### config.mk
export PLATFORM = sky130hd
export DESIGN_NAME = switch_input_ctrl
export DESIGN_NICKNAME = d
export VERILOG_FILES = /design/src/rtl/switch_io_pkg.sv /design/src/rtl/switch_input_ctrl_btn_debounce.sv /design/src/rtl/switch_input_ctrl.sv
export SDC_FILE = /design/constraint.sdc
export NUM_CORES = 1
export LEC_CHECK = 0
export CORE_MARGIN = 4
export CORE_UTILIZATION = 55
export DETAILED_ROUTE_END_ITERATION = 16
export PLACE_DENSITY = 0.83
export SLEW_MARGIN = 10
export SYNTH_ARGS = -nofsm -noshare
export SYNTH_HDL_FRONTEND = slang
export SYNTH_SLANG_ARGS = --single-unit
### constraint.sdc
create_clock -name clk -period 4.07 [get_ports clk]
set_input_delay 0.6105 -clock clk [delete_from_list [all_inputs] [get_ports clk]]
set_output_delay 0.6105 -clock clk [all_outputs]
set_load 0.05 [all_outputs]
### src/rtl/switch_io_pkg.sv
// Shared types for the switch-read path: FSM state encoding and the CPU data width.
package switch_io_pkg;

  localparam int IO_DATA_W = 16;

  typedef enum logic [1:0] {
    IDLE       = 2'd0,
    ARM        = 2'd1,
    WAIT_PRESS = 2'd2,
    DONE       = 2'd3
  } sw_state_e;

endpackage

### src/rtl/switch_input_ctrl_btn_debounce.sv
// Confirm-button conditioning: 2-flop synchronizer followed by a
// consecutive-stable-cycles debouncer. btn_stable_o only moves after the
// synchronized level has disagreed with it for DEBOUNCE_CYCLES edges in a row.
module btn_debounce #(
  parameter int DEBOUNCE_CYCLES = 20000
) (
  input  logic clk,
  input  logic rst,
  input  logic btn_i,
  output logic btn_stable_o
);

  localparam int CW = $clog2(DEBOUNCE_CYCLES + 1);
  localparam logic [CW-1:0] CNT_LAST = CW'(DEBOUNCE_CYCLES - 1);

  logic [1:0]    sync_q;
  logic          btn_sync;
  logic          stable_q;
  logic [CW-1:0] cnt_q;

  assign btn_sync     = sync_q[1];
  assign btn_stable_o = stable_q;

  // Two-stage synchronizer for the raw asynchronous button.
  always_ff @(posedge clk) begin
    if (rst) sync_q <= '0;
    else     sync_q <= {sync_q[0], btn_i};
  end

  // Count consecutive disagreeing cycles; any agreement restarts the count,
  // so a pulse shorter than DEBOUNCE_CYCLES never reaches stable_q.
  always_ff @(posedge clk) begin
    if (rst) begin
      stable_q <= 1'b0;
      cnt_q    <= '0;
    end else if (btn_sync == stable_q) begin
      cnt_q <= '0;
    end else if (cnt_q == CNT_LAST) begin
      stable_q <= btn_sync;
      cnt_q    <= '0;
    end else begin
      cnt_q <= cnt_q + CW'(1);
    end
  end

endmodule

### src/rtl/switch_input_ctrl.sv
// CPU read of the DIP switch bank gated by a release-then-press handshake on
// the debounced confirm button. The load stalls until the press lands, then
// the synchronized switches are returned zero-extended with a one-cycle strobe.
module switch_input_ctrl
  import switch_io_pkg::*;
#(
  parameter int DEBOUNCE_CYCLES = 20000,
  parameter int SW_WIDTH        = 8
) (
  input  logic                 clk,
  input  logic                 rst,
  input  logic                 rd_req,
  input  logic                 btn_confirm,
  input  logic [SW_WIDTH-1:0]  sw_in,
  output logic                 stall,
  output logic                 rd_valid,
  output logic [IO_DATA_W-1:0] rd_data,
  output logic                 busy
);

  logic [1:0][SW_WIDTH-1:0] sw_sync_q;
  logic                     btn_stable;
  sw_state_e                state_q;
  logic [IO_DATA_W-1:0]     rd_data_q;
  logic                     rd_valid_q;
  logic                     busy_q;

  btn_debounce #(
    .DEBOUNCE_CYCLES(DEBOUNCE_CYCLES)
  ) u_btn_debounce (
    .clk          (clk),
    .rst          (rst),
    .btn_i        (btn_confirm),
    .btn_stable_o (btn_stable)
  );

  // Two-stage synchronizer for every switch bit; capture uses stage [1].
  always_ff @(posedge clk) begin
    if (rst) sw_sync_q <= '0;
    else     sw_sync_q <= {sw_sync_q[0], sw_in};
  end

  // Read sequencer. rd_req is only looked at in IDLE, so a decoder dropping it
  // mid-read does not abort. ARM insists on a release first so a press still
  // held from the previous read can never satisfy the next one.
  always_ff @(posedge clk) begin
    if (rst) begin
      state_q    <= IDLE;
      rd_data_q  <= '0;
      rd_valid_q <= 1'b0;
      busy_q     <= 1'b0;
    end else begin
      rd_valid_q <= 1'b0;
      case (state_q)
        IDLE: begin
          if (rd_req) begin
            state_q <= ARM;
            busy_q  <= 1'b1;
          end
        end
        ARM: begin
          if (!btn_stable) state_q <= WAIT_PRESS;
        end
        WAIT_PRESS: begin
          if (btn_stable) begin
            rd_data_q  <= IO_DATA_W'(sw_sync_q[1]);
            rd_valid_q <= 1'b1;
            state_q    <= DONE;
          end
        end
        DONE: begin
          state_q <= IDLE;
          busy_q  <= 1'b0;
        end
        default: begin
          state_q <= IDLE;
          busy_q  <= 1'b0;
        end
      endcase
    end
  end

  // Combinational from rd_req so the requesting load stalls in its first cycle.
  assign stall    = (state_q == ARM) || (state_q == WAIT_PRESS) ||
                    ((state_q == IDLE) && rd_req);
  assign rd_valid = rd_valid_q;
  assign rd_data  = rd_data_q;
  assign busy     = busy_q;

endmodule

### Word level (Yosys, flattened, before mapping)

Cells that the tools add are included.

| cells by class | value |
|---|---|
| bitwise logic cells | 2 |
| eq/ne operators | 8 |
| reduce and logical (&&, ||, !) cells | 11 |
| multiplexer cells | 7 |
| $add $sub $neg | 1 |

Operators with widths:

| cell | number |
|---|---|
| $add 15x1->15 const B | 1 |
| $eq 15x15->1 const B | 1 |
| $pmux 2 s4 | 1 |
| $mux 2 | 3 |
| $reduce_and 2->1 | 3 |
| $eq 2x2->1 const B | 2 |
| $ne 2x2->1 const B | 2 |
| $reduce_and 3->1 | 1 |
| $reduce_or 3->1 | 1 |
| $eq 2x1->1 const B | 1 |
| $logic_not 2->1 | 1 |
| $logic_or 1x1->1 | 2 |
| $mux 1 | 2 |
| $ne 2x1->1 const B | 1 |
| $not 1->1 | 2 |
| $pmux 1 s2 | 1 |
| $reduce_bool 2->1 | 1 |
| $reduce_or 2->1 | 1 |
| $eq 1x1->1 | 1 |
| $logic_and 1x1->1 | 1 |

| storage, ports and cells | value |
|---|---|
| input port bits | 12 |
| output and inout bits | 19 |
| logic and storage cells | 38 |
| bits in registers | 46 |

### Logic depth before layout (Yosys ltp)

Gate-level depths: netlist (run 1).

| logic depth | value |
|---|---|
| depth in word-level cells | 3 |
| depth in mapped cells | 7 |
| depth with buffers taken out | 6 |

### By module

Synthesis (run 1) repeated with hierarchy kept, for this count alone.

| unflattened totals | value |
|---|---|
| cell total of the unflattened synthesis | 184 |
| area total of the unflattened synthesis | 1871.8 µm² |

Modules (own cells, without submodules):

| module | seq. area each (µm²) | cells an instance | area each (µm²) | instances |
|---|---|---|---|---|
| switch_input_ctrl | 560.5 | 104 | 1026.0 | 1 |
| btn_debounce | 360.3 | 80 | 845.8 | 1 |

### Least setup slack after synthesis (run 1)

No wires, ideal clock.

| timing path | value |
|---|---|
| path type | reg2out |
| start point | register state_q[1] |
| end point | output port stall |
| path buffers | 0 |
| arrival | 1.096 ns |
| path slack | 2.363 ns |
| cell stages (with the launch flop) | 4 |
| data required time | 3.459 ns |
| cells stage by stage | dfxtp_1 inv_1 ha_1 nand2b_1 |

| on the way | value |
|---|---|
| word-level cells in the longest chain between the ends | 3 |
| elaborated cells between the ends (all ways) | 6 |
| classes of those cells | 2 x eq/ne; 4 x reduce/logical |

Ends and longest elaborated chain:

| element | line | RTL |
|---|---|---|
| from (decl) | switch_input_ctrl.sv:23 | `sw_state_e state_q;` |
| from (signal assigned) | switch_input_ctrl.sv:48 | `state_q <= IDLE;` |
| from (signal assigned) | switch_input_ctrl.sv:57 | `state_q <= ARM;` |
| from (signal assigned) | switch_input_ctrl.sv:62 | `if (!btn_stable) state_q <= WAIT_PRESS;` |
| $eq 2x1->1 (tied with other cells) | switch_input_ctrl.sv:84 | `assign stall = (state_q == ARM) \|\| (state_q == WAIT_PRESS) \|\|` |
| $logic_or 1x1->1 / $logic_and 1x1->1 (equally long branches) | switch_input_ctrl.sv:84, switch_input_ctrl.sv:85 |  |
| $logic_or 1x1->1 * | switch_input_ctrl.sv:84 |  |
| to (decl) | switch_input_ctrl.sv:15 | `output logic stall,` |

Mark *: on every way between the ends. The rest lies on a longest branch, timed or not.

### Final worst setup path (run 1)

Ends and elaborated chain as after synthesis.

==> results of run 1 <==
power by group:
part	total, mW	internal (mW)	switching [mW]	leakage [nW]
logic	0.197	0.0699	0.127	0.327
registers	0.483	0.471	0.0121	0.375
clock network	0.271	0.143	0.128	0.0443
layer usage:
layer,GRT usage (%),vias up,part of all wire (%)
li1,-,644,-
met1,16.0,589,43
met2,26.4,40,49
met3,5.20,9,5.0
met4,8.71,0,2.9
met5,0,-,0
cell families after synthesis:
family,after synthesis,synth area share [%]
compound gates,12,3.82
xor+xnor,13,6.44
fa+ha+maj,5,3.54
buf+inv,20,6.58
flops,46,52.1
mux,2,1.13
other cells,1,0.212
simple gates,90,26.2
path summary, 6_finish.rpt:
| kind | from | end | cells past startpoint |
|---|---|---|---|
| setup / recovery | state_q[1]$_SDFFE_PP0P_ | stall | 4 |
| hold / removal | u_btn_debounce.sync_q[0]$_SDFF_PP0_ | u_btn_debounce.sync_q[1]$_SDFF_PP0_ | 1 |
| setup reg to reg | u_btn_debounce.cnt_q[0]$_SDFF_PP0_ | u_btn_debounce.cnt_q[6]$_SDFF_PP0_ | 5 |
| hold reg to reg | u_btn_debounce.sync_q[0]$_SDFF_PP0_ | u_btn_debounce.sync_q[1]$_SDFF_PP0_ | 1 |
cell type report:
class,count,area [um2]
Clock buffer,6,51.3
Clock inverter,1,30.0
Fill cell,256,996
Inverter,4,15.0
Multi-Input combinational cell,130,757
Sequential cell,46,921
Tap cell,44,55.1
Timing Repair Buffer,23,228
cells in the final DEF (no fill, tap or decap):
master	n
nand2_1	15
conb_1	8
clkdlybuf4s50_1	22
a21oi_1	9
xor2_1	6
a221oi_1	1
a21oi_2	1
and3_1	2
nor3b_1	1
nand3_2	1
buf_4	1
clkbuf_8	1
nor3_1	2
and4_1	1
nand2b_1	4
xnor2_1	7
dfxtp_1	46
nor2b_1	18
mux2i_1	2
nand2b_2	1
nand3_1	14
or3_1	1
nor2_1	21
clkbuf_4	5
bufinv_16	1
nand4_1	6
o21ai_0	1
inv_1	4
ha_1	5
nor4_1	3
state kept, by name, indices dropped and copies added (netlist names):
signal	count
u_btn_debounce.cnt_q	15
u_btn_debounce.sync_q	2
busy	1
state_q	2
u_btn_debounce.btn_stable_o	1
rd_data	8
sw_sync_q	16
rd_valid	1
==> run summary, run 1 <==
Final Skew - 0.00840 ns
Hold crit path type - reg2reg
Final instance area - 2060 um2
Synth unique cells - 27
Synthesis Warnings - 0
Crit Path Class - reg2out
Worst setup SP type - flop
Pre-CTS setup slack - 1.43 ns
Core area - 3050 um2
Avg Cell Area, Syn - 9.35 um2
Post-Layout Cell Count - 254
Pins Over Slew Limit - 0
Mean routed wirelength per cell - 11.7 um
PnR worst setup slack - 1.42 ns
PortBufs - 22
Synth Cell Area - 1770 um2
Pwr dens - 462 nW/um2
Max Root-Sink Buffers - 2
Via count - 1282
Starting Density - 57.9%
WP buf/inv - 2
CP max FO - 4
Final hold violations - 0
FF-to-FF setup slack - 2.39 ns
ANT nets after route - 0
Final Util - 67.4%
Clock insertion delay at the later pin of the skew report - 0.34 ns
First-pass GRT wire length - 4.91 mm
Top Ports - 31
Routability cong. - 0.802
Nets - 227
CP Cell Sequence - inv_1 > ha_1 > nand2b_1 > clkdlybuf4s50_1
Worst-margin pin slew - 0.509 ns
Status - complete, no violations
Primary FF master, synth - dfxtp_1
Die height - 64.7 um
Dpl hpwl - 2.17 mm
Lkg Pwr - 0.747 nW
Max VDD drop - 0.257 mV
Slowest CP cell - clkdlybuf4s50_1
Resized Gates After CTS - 0
Max H-tree Level - 2
Worst Path Arrival - 2.04 ns
Cells after DPL - 247
DRT iter0 DRCs - 49
CP peak stage delay - 0.79 ns
TNS Setup - 0 ns
Top-count cell post-synth - dfxtp_1
Largest net degree at the start of global routing - 33
Synth top area share - 52.1%
Full die area - 4190 um2
Yosys top cell by area - dfxtp_1
Rel. slew slack - 66.0%
CTS sink cnt - 46
Row count - 20
TritonCTS clock tree - done
First-pass DRT Iterations - 4
Vias in the first global route - 1192
Antenna diode count - 0
Synth Register Bits - 46
Layout area overhead - 16.3%
Final hold slack - 0.447 ns
Total CTS buffers - 5
CTS Root Cell - clkbuf_4
Share of layout cells above drive strength 1 - 5.24%
Top cells by area, synth - dfxtp_1, nor2b_1, buf_4, nor2_1, nand3_1
Synth async-reset ratio - 0%
Critical Path RT - 3.46 ns
Commonest cells post-synth - dfxtp_1, nor2_1, nor2b_1
# setup viols final - 0
Number of flops mapped to enable cells by yosys - 0
Post-Route WL - 2.97 mm
Sequential cell area fraction in the yosys report - 52.1%
Initial antenna violation count - 0
Tmin final - 2.65 ns
Dpl cell area - 1980 um2
Max_cap viols - 0
Peak Freq - 0.377 GHz
Vias per Instance - 5.05
GRT Total Usage - 15.2%
Mapped Cells - 189
Setup Fix Bufs, Post-CTS - 0
Grt total ovfl - 0
RSZ-0062 raised after global routing - false
CTS clock-pin slew for the worst setup and hold paths - 0.12 ns
Total power - 0.951 mW
Die Span X - 64.7 um
Hold_buf cts - 0
Top delay family on crit path - buffers and inverters
Period utilization - 65.2%
DRC - 0
CP endpoint kind - output pin
Power figures use the tool's default switching activity.
==> run 2: changes to the inputs <==
--- a/config.mk
+++ b/config.mk
@@ -6,9 +6,9 @@
 export NUM_CORES = 1
 export LEC_CHECK = 0
 export CORE_MARGIN = 4
-export CORE_UTILIZATION = 55
+export CORE_UTILIZATION = 46
 export DETAILED_ROUTE_END_ITERATION = 16
-export PLACE_DENSITY = 0.83
+export PLACE_DENSITY = 0.74
 export SLEW_MARGIN = 10
 export SYNTH_ARGS = -nofsm -noshare
 export SYNTH_HDL_FRONTEND = slang
==> constraint.sdc (replaced) <==
create_clock -name clk -period 2.13 [get_ports clk]
set_input_delay 0.3195 -clock clk [delete_from_list [all_inputs] [get_ports clk]]
set_output_delay 0.3195 -clock clk [all_outputs]
set_load 0.05 [all_outputs]
==> run 2 against run 1 <==
  * Setup slack got worse by 1.0 ns
  * Register-to-register slack got worse by 1.8 ns
  * Utilization decreased by 11 points
  * Via count decreased by 3.8%
  * Worst hold slack got worse by 0.014 ns
  * Non-clock buffer count increased by 1
  * Critical path depth decreased by 3
  * Largest cell class unchanged
==> run summary, run 2 (synthesized netlist as in run 1, its figures left out) <==
Commonest non-fill, non-tap cells in the layout - dfxtp_1, nor2_1, clkdlybuf4s50_1, nor2b_1, nand2_1
# setup viols final - 0
Worst-margin pin slew - 0.499 ns
WP buf/inv - 1
Antenna diode count - 0
CP Cell Sequence - clkdlybuf4s50_1
Share of layout cells above drive strength 1 - 6.13%
Worst Path Arrival - 1.44 ns
Fill cell count - 355
HP Start - u_btn_debounce.sync_q[0]$_SDFF_PP0_
Final Skew - 0.00805 ns
Sequential power share - 50.3%
R2R depth - 5
Pins Over Slew Limit - 0
Max Root-Sink Buffers - 2
CP peak stage delay - 0.80 ns
Via count - 1233
Slowest CP cell - clkdlybuf4s50_1
Worst Hold Path EP - u_btn_debounce.sync_q[1]$_SDFF_PP0_
ANT nets after route - 0
Worst setup SP type - flop
Full die area - 4900 um2
Max FFs per register - 16
Post-Route WL - 2.66 mm
Hold path cells - 1
Total power - 1.83 mW
Resized Gates After CTS - 0
Dpl hpwl - 1.94 mm
Max H-tree Level - 2
Switching part of the total - 29.2%
Layout area overhead - 17.9%
Period utilization - 82.6%
CTS Root Cell - clkbuf_8
R2r endpoint - u_btn_debounce.cnt_q[12]$_SDFF_PP0_
GRT Total Usage - 11.7%
Vias in the first global route - 1077
Critical Path RT - 1.81 ns
Max_cap viols - 0
Row count - 22
Top Ports - 31
Post-Layout Cell Count - 260
Initial antenna violation count - 0
Core area - 3690 um2
Clock insertion delay at the later pin of the skew report - 0.30 ns
Max VDD drop - 0.502 mV
Routability cong. - 0.770
Nets - 228
Status - complete, no violations
Most common cell after layout, fill and taps aside - dfxtp_1
FF-to-FF setup slack - 0.58 ns
Clock share of power - 27.7%
Top delay family on crit path - buffers and inverters
DRC - 0
DRT iter0 DRCs - 76
Power share of the combinational group - 22.0%
Largest net degree at the start of global routing - 32
Setup Fix Bufs, Post-CTS - 0
Tmin final - 1.76 ns
First-pass GRT wire length - 4.56 mm
PortBufs - 22
Reg2reg start - u_btn_debounce.cnt_q[0]$_SDFF_PP0_
Vias per Instance - 4.74
Hold crit path type - reg2reg
Lkg Pwr - 0.759 nW
Starting Density - 47.9%
CP max FO - 2
First-pass DRT Iterations - 4
Die height - 70.0 um
Peak Freq - 0.569 GHz
Crit Path Class - reg2out
Internal Power - 1.30 mW
Mean routed wirelength per cell - 10.2 um
Grt total ovfl - 0
Hold_buf cts - 0
CP startpoint - rd_data[3]$_SDFFE_PP0P_
Total CTS buffers - 5
CP endpoint kind - output pin
RSZ-0062 raised after global routing - false
NetSw - 0.535 mW
TNS Setup - 0 ns
Cells after DPL - 252
CTS clock-pin slew for the worst setup and hold paths - 0.08 ns
Rel. slew slack - 66.6%
Biggest register - sw_sync_q
Pwr dens - 879 nW/um2
CTS sink cnt - 46
Die Span X - 70.0 um
Final hold violations - 0
TritonCTS clock tree - done
-- run 2: layout make-up --
class	instances	area [um2]	share of cell area, %
sequential	46	921	44.2
multi-input combinational	130	757	36.3
timing repair buffer	24	245	11.8
clock buffer	6	72.6	3.48
tap	48	60.1	2.88
inverter	4	15.0	0.720
clock inverter	2	13.8	0.660
-- run 2: worst max-delay path by stage --
stage / to / slack, ns / cells after the start
global route: rd_data[6] / 0.31 / 1
global placement: u_btn_debounce.cnt_q[11]$_SDFF_PP0_ / 0.62 / 5
floorplan: u_btn_debounce.cnt_q[11]$_SDFF_PP0_ / 0.71 / 7
detailed placement: u_btn_debounce.cnt_q[8]$_SDFF_PP0_ / 0.57 / 5
finish: rd_data[3] / 0.37 / 1
CTS: rd_data[3] / 0.36 / 1
-- run 2: metal layers --
layer  vias to the layer above  global-route usage, %  wire length [um]
met5                         -                      0                 0
li1                        650                      -                 -
met3                         7                   4.32               149
met4                         0                   7.02                76
met1                       547                   14.0              1270
met2                        29                   17.7              1160
-- run 2: power by group through the flow --
stage	Combinational [mW]	Clock (mW)	Sequential, mW
floorplan	0.259	0	0.958
global placement	0.399	0	0.942
detailed placement	0.405	0	0.943
CTS	0.406	0.523	0.922
global route	0.432	0.561	0.928
finish	0.402	0.508	0.922
-- run 2: through the flow --
stage	setup WS, ns	area [um2]	utilization (%)	hold slack (ns)
3_5_place_dp	0.574	2000	54.2	0.422
5_1_grt	0.307	2080	56.5	0.450
2_1_floorplan	0.709	1790	-	0.391
3_3_place_gp	0.618	2000	54.2	0.420
4_1_cts	0.355	2080	56.5	0.436
6_report	0.371	2080	56.5	0.433
